### config.mk
export PLATFORM = sky130hd
export DESIGN_NAME = pixel_scale_pipe
export DESIGN_NICKNAME = d
export VERILOG_FILES = /design/src/rtl/pixel_scale_pkg.sv /design/src/rtl/pixel_scale_lane.sv /design/src/rtl/pixel_scale_pipe.sv
export SDC_FILE = /design/constraint.sdc
export NUM_CORES = 1
export LEC_CHECK = 0
export ABC_AREA = 1
export CAP_MARGIN = 25
export CORE_AREA = 2 2 194 196
export CTS_CLUSTER_DIAMETER = 60
export DETAILED_ROUTE_END_ITERATION = 10
export DIE_AREA = 0 0 196 198
export DONT_BUFFER_PORTS = 1
export PLACE_DENSITY_LB_ADDON = 0.25
export SYNTH_ARGS = -nofsm -noshare
export SYNTH_HDL_FRONTEND = slang
export SYNTH_HIERARCHICAL = 1
export SYNTH_SLANG_ARGS = --single-unit
### constraint.sdc
create_clock -name clk -period 1.93 [get_ports clk]
set_clock_uncertainty 0.05 [all_clocks]
set_input_delay 0.579 -clock clk [delete_from_list [all_inputs] [get_ports clk]]
set_output_delay 0.579 -clock clk [all_outputs]
set_load 0.01 [all_outputs]
### src/rtl/pixel_scale_pkg.sv
// Shared defaults and width helpers for the pixel scaling pipeline.
// Optional saturation is selected with the PIXEL_SCALE_SAT_EN macro
// (see pixel_scale_lane.sv); without it results wrap.
package pixel_scale_pkg;

  localparam int LANES_DEF     = 4;
  localparam int DATA_W_DEF    = 8;
  localparam int COEF_W_DEF    = 8;
  localparam int FRAC_BITS_DEF = 6;
  localparam int OUT_W_DEF     = 8;

  // Full-precision product width: no bits lost in the multiply.
  function automatic int prod_width(input int dw, input int cw);
    return dw + cw;
  endfunction

  // One guard bit above the product so adding the rounding half can never
  // overflow, even for the most negative * most negative corner.
  function automatic int rnd_width(input int dw, input int cw);
    return dw + cw + 1;
  endfunction

  localparam int PROD_W_DEF = prod_width(DATA_W_DEF, COEF_W_DEF);
  localparam int RND_W_DEF  = rnd_width(DATA_W_DEF, COEF_W_DEF);

endpackage

### src/rtl/pixel_scale_lane.sv
// Single-lane datapath: signed multiply (S1 register), round-half-up and
// clamp or wrap (S2 register). Enables come from the shared handshake in
// the top. PIXEL_SCALE_SAT_EN defined -> clamp with sat flag; undefined ->
// low OUT_W bits of the rounded value, sat tied 0.
module pixel_scale_lane
  import pixel_scale_pkg::*;
#(
  parameter int DATA_W    = DATA_W_DEF,
  parameter int COEF_W    = COEF_W_DEF,
  parameter int FRAC_BITS = FRAC_BITS_DEF,
  parameter int OUT_W     = OUT_W_DEF
) (
  input  logic              clk,
  input  logic              rst_n,
  input  logic              en1,
  input  logic              en2,
  input  logic [DATA_W-1:0] pixel,
  input  logic [COEF_W-1:0] coef,
  output logic [OUT_W-1:0]  res,
  output logic              sat
);

  localparam int PW = prod_width(DATA_W, COEF_W);
  localparam int RW = rnd_width(DATA_W, COEF_W);

  logic signed [PW-1:0] pix_x, coef_x, prod_d, prod_q;
  logic signed [RW-1:0] prod_x, rnd_w;
  logic [OUT_W-1:0]     res_d;
  logic                 sat_d;

  // Sign-extend both operands to product width so the multiply is exact.
  assign pix_x  = PW'($signed(pixel));
  assign coef_x = PW'($signed(coef));
  assign prod_d = pix_x * coef_x;

  // S1: capture the product only for a real accepted beat.
  always_ff @(posedge clk or negedge rst_n) begin
    if (!rst_n)   prod_q <= '0;
    else if (en1) prod_q <= prod_d;
  end

  assign prod_x = {prod_q[PW-1], prod_q};

  generate
    if (FRAC_BITS > 0) begin : g_rnd
      localparam logic signed [RW-1:0] HALF = {{(RW-1){1'b0}}, 1'b1} << (FRAC_BITS-1);
      assign rnd_w = (prod_x + HALF) >>> FRAC_BITS;
    end else begin : g_nornd
      assign rnd_w = prod_x;
    end
  endgenerate

`ifdef PIXEL_SCALE_SAT_EN
  localparam logic signed [RW-1:0] MAXV = {{(RW-OUT_W+1){1'b0}}, {(OUT_W-1){1'b1}}};
  localparam logic signed [RW-1:0] MINV = {{(RW-OUT_W+1){1'b1}}, {(OUT_W-1){1'b0}}};

  // Clamp into the signed OUT_W range and flag any clamping.
  always_comb begin
    res_d = rnd_w[OUT_W-1:0];
    sat_d = 1'b0;
    if (rnd_w > MAXV) begin
      res_d = MAXV[OUT_W-1:0];
      sat_d = 1'b1;
    end else if (rnd_w < MINV) begin
      res_d = MINV[OUT_W-1:0];
      sat_d = 1'b1;
    end
  end
`else
  // Wrap mode keeps the low bits only; the discarded high bits are dead.
  logic unused_hi;
  assign unused_hi = ^rnd_w[RW-1:OUT_W];
  assign res_d     = rnd_w[OUT_W-1:0];
  assign sat_d     = 1'b0;
`endif

  // S2: result holds while the output stage is stalled.
  always_ff @(posedge clk or negedge rst_n) begin
    if (!rst_n) begin
      res <= '0;
      sat <= 1'b0;
    end else if (en2) begin
      res <= res_d;
      sat <= sat_d;
    end
  end

endmodule

### src/rtl/pixel_scale_pipe.sv
// Two-stage multi-lane pixel scaler with valid/ready handshake.
// Lanes are independent pixel_scale_lane instances sharing one coefficient
// and one pair of stage enables. PIXEL_SCALE_SAT_EN selects saturation.
module pixel_scale_pipe
  import pixel_scale_pkg::*;
#(
  parameter int LANES     = LANES_DEF,
  parameter int DATA_W    = DATA_W_DEF,
  parameter int COEF_W    = COEF_W_DEF,
  parameter int FRAC_BITS = FRAC_BITS_DEF,
  parameter int OUT_W     = OUT_W_DEF
) (
  input  logic                    clk,
  input  logic                    rst_n,
  input  logic                    in_valid,
  output logic                    in_ready,
  input  logic [LANES*DATA_W-1:0] in_pixel,
  input  logic [COEF_W-1:0]       coef,
  output logic                    out_valid,
  input  logic                    out_ready,
  output logic [LANES*OUT_W-1:0]  out_pixel,
  output logic [LANES-1:0]        sat_flag
);

  localparam int STAGES = 2;

  logic [STAGES:1]              vld_pipe;
  logic                         adv1, adv2;
  logic [LANES-1:0][DATA_W-1:0] pix_a;
  logic [LANES-1:0][OUT_W-1:0]  res_a;

  // A stage moves when it is empty or the stage after it moves.
  assign adv2      = !vld_pipe[2] || out_ready;
  assign adv1      = !vld_pipe[1] || adv2;
  assign in_ready  = adv1;
  assign out_valid = vld_pipe[2];

  assign pix_a     = in_pixel;
  assign out_pixel = res_a;

  // Valid shift register with per-stage stall.
  always_ff @(posedge clk or negedge rst_n) begin
    if (!rst_n) begin
      vld_pipe <= '0;
    end else begin
      if (adv1) vld_pipe[1] <= in_valid;
      if (adv2) vld_pipe[2] <= vld_pipe[1];
    end
  end

  generate
    for (genvar k = 0; k < LANES; k++) begin : g_lane
      pixel_scale_lane #(
        .DATA_W    (DATA_W),
        .COEF_W    (COEF_W),
        .FRAC_BITS (FRAC_BITS),
        .OUT_W     (OUT_W)
      ) u_lane (
        .clk   (clk),
        .rst_n (rst_n),
        .en1   (adv1 && in_valid),
        .en2   (adv2 && vld_pipe[1]),
        .pixel (pix_a[k]),
        .coef  (coef),
        .res   (res_a[k]),
        .sat   (sat_flag[k])
      );
    end
  endgenerate

endmodule

==> flow_metrics.env <==
export IMPL_drc=0
export IMPL_cp_required_ns=2.11
export IMPL_clk_path_buf_depth=2
export IMPL_yosys_top_cells_area="fa_1, inv_1, nand2_1"
export IMPL_grtUsageTotal_pct=15.9
export IMPL_n_fill_cell=3716
export IMPL_seqCellArea_um2=1750
export IMPL_dp_cells=2229
export IMPL_ys_top_cells_by_count="inv_1, nand2_1, fa_1, ha_1, dfrtp_1"
export IMPL_status="finished, violations left"
export IMPL_h_tree_depth=3
export IMPL_die_h_um=198
export IMPL_portBuffers=0
export IMPL_maxCapViolCount=0
export IMPL_drt_iter0_drc=289
export IMPL_routed_wl_mm=29.8
export IMPL_synth_area_um2=12700
export IMPL_synth_cells=1704
export IMPL_arrival_ns=3.89
export IMPL_setup_viol=36
export IMPL_final_cell_count_no_fill=2250
export IMPL_detailroute_via_count=9948
export IMPL_leakagePower_nw=8.34
export IMPL_netlist_area_leader_share_pct=29.7
export IMPL_syn_to_final_growth_pct=24.1
export IMPL_crit_top_cell="fa_1"
export IMPL_drive_gt1_share_pct=29.8
export IMPL_hold_viol=70
export IMPL_crit_fanout=10
export IMPL_synthArstFlopShare_pct=100
export IMPL_drt_pass1_iterations=4
export IMPL_synth_flop_cell="dfrtp_1"
export IMPL_nNetsFinal=2103
export IMPL_slowest_stage="fa_1"
export IMPL_min_path_type="input pin to async pin"
export IMPL_crit_path_start_kind="input pin"
export IMPL_clock_latency_ns=0.35
export IMPL_yosysMostFrequentCell="inv_1"
export IMPL_synth_seq_cells=70
export IMPL_fin_ws_ns=-1.78
export IMPL_grt_max_degree=71
export IMPL_final_area_um2=15700
export IMPL_powerDensity_nw_per_um2=1290
export IMPL_crit_type="input pin to register"
export IMPL_ir_drop_mv=0.698
export IMPL_tns_ns=-54.17
export IMPL_seq_area_frac_synth_pct=13.8
export IMPL_yosys_area_top_type="fa_1"
export IMPL_syn_nets=2036
export IMPL_finalMaxSlewViolations=0
export IMPL_die_area_um2=38800
export IMPL_insertedDiodeCount=0
export IMPL_antenna_found_initial=0
export IMPL_std_cell_rows=71
export IMPL_layout_min_cycle_time_ns=3.71
export IMPL_core_um2=37000
export IMPL_ios=82
export IMPL_clock_sinks=70
export IMPL_multi_input_area_um2=10300
export IMPL_timing_hold_ws_ns=-0.119
export IMPL_cts_tree="built"
export IMPL_yosys_warnings=6
export IMPL_die_w_um=196
export IMPL_grt_pass1_vias=10500
export IMPL_wl_per_cell_um=13.2
export IMPL_layout_worst_path_cycle_share_pct=192
export IMPL_initial_core_util_pct=34.3
export IMPL_cp_cell_sequence="clkinvlp_4 -> fa_1 -> inv_1 -> fa_1 -> inv_2 -> fa_1 -> fa_1 -> inv_2 -> ha_4 -> a21oi_4 -> nand2_4 -> nand2_4 -> nand2_2 -> a21oi_2 -> or2_1 -> nand3_2 -> nand2_1"
export IMPL_placed_cell_area_um2=14500
export IMPL_cts_buffers=9
export IMPL_ant_nets=0
export IMPL_viasPerCell=4.42
export IMPL_end_kind="register"
export IMPL_dp_final_hpwl_mm=23.5
export IMPL_synth_area_per_cell_um2=7.44
export IMPL_yosysUniqueCellTypes=34
export IMPL_root_buffer="clkbuf_16"
export IMPL_fin_total_pwr_mw=20.3
export IMPL_fmax_mhz=270
export IMPL_reg2reg_from="vld_pipe[2]$_DFFE_PN0P_"
export IMPL_grt_pass1_wl_mm=50.1
export IMPL_clk_pin_slew_ns=0.06
export IMPL_critPathLaunch="coef[7]"
export IMPL_violations="hold timing, setup timing"
export IMPL_rsz0062_at_grt="true"
export IMPL_gp_congestion=0.791
export IMPL_overflow=0
export IMPL_synth_edf_count=0
export IMPL_cpPeakStageDelay_ns=0.57
## registers in the layout, indices dropped and copies added (netlist names)
signal and flops:
vld_pipe 2, g_lane.u_lane/prod_q 36, g_lane.u_lane/res 32
## cell families after synthesis
logic type / count (synthesis) / share of synthesized area, %
AND/OR/NAND/NOR: 647 / 22.2
adder cells (fa/ha/maj): 288 / 39.5
other: 4 / 0.118
XOR/XNOR: 38 / 2.62
flip-flops: 70 / 13.8
buffers and inverters: 545 / 17.0
AO/OA/AOI/OAI: 112 / 4.71
## placed cells by master (no fill, tap or decap), types with 6 or more instances in the layout
cell type,synthesis,final
ha_1,100,54
nand2_1,477,400
ha_4,0,44
nand3_1,37,29
xor2_1,27,27
nand3_2,14,19
buf_4,5,91
nor2_4,8,14
buf_6,12,16
or2_4,0,11
fa_1,188,170
o21ai_1,17,35
dfrtp_1,70,70
nor2_1,48,26
nand2_2,23,58
o21ai_0,41,20
clkbuf_16,0,9
nand2_8,0,13
fa_2,0,18
inv_4,2,13
nor2_2,7,23
inv_2,12,99
a21oi_2,2,32
inv_1,479,378
xnor2_1,11,6
nand4_1,6,6
nand2_4,5,34
a21oi_1,40,7
## power by group
group / total, mW / switching (mW) / internal [mW]
clock: 1.71 / 0.639 / 1.07
combinational: 15.6 / 7.88 / 7.67
sequential: 3.01 / 0.828 / 2.19
total: 20.3 / 9.35 / 10.9
## worst max-delay path, delay by kind of cell
family | cells | cell delay (ns)
AND/OR/NAND/NOR | 6 | 0.53
adder cells (fa/ha/maj) | 5 | 2.36
buffers and inverters | 4 | 0.28
AO/OA/AOI/OAI | 2 | 0.13
## what timing repair did
item	CTS	global route
pin swaps	57	72
endpoints found under the hold margin	70	70
endpoints found under the setup margin	36	36
buffers inserted	4	6
cloned	0	0
gates resized for setup	93	150
## path summary, 6_finish.rpt
check | endpoint | slack (ns) | depth (start not counted)
worst min register to register | g_lane[2].u_lane/prod_q[13]$_DFFE_PN0P_ | 0.45 | 2
max in group asynchronous | g_lane[3].u_lane/res[3]$_DFFE_PN0P_ | 1.82 | 0
min in group clk | vld_pipe[1]$_DFFE_PN0P_ | 0.29 | 2
worst max-delay path | g_lane[0].u_lane/prod_q[10]$_DFFE_PN0P_ | -1.78 | 17
worst min-delay path | g_lane[0].u_lane/res[2]$_DFFE_PN0P_ | -0.12 | 0
worst max register to register | g_lane[1].u_lane/prod_q[6]$_DFFE_PN0P_ | 0.20 | 7
## routing by layer
layer / vias up / share of wire [%] / GRT usage, %
li1: 5026 / - / -
met1: 4758 / 44 / 19.3
met2: 132 / 52 / 30.0
met3: 32 / 3.2 / 2.01
met4: 0 / 1.4 / 3.70
met5: - / 0 / 0
## stage by stage
stage | utilization (%) | worst slack [ns]
global route | 42.6 | -1.94
global placement | 39.3 | -2.15
detailed placement | 39.3 | -2.20
finish | 42.6 | -1.78
CTS | 41.0 | -1.76
floorplan | - | -2.05
## layout make-up
type / count / share of cell area [%]
Clock inverter: 3 / 0.270
Sequential cell: 70 / 11.1
Multi-Input combinational cell: 1089 / 65.5
Timing Repair Buffer: 108 / 5.61
Clock buffer: 13 / 1.65
Tap cell: 474 / 3.77
Inverter: 493 / 12.0
No activity file was read; power rests on OpenSTA's default activity.
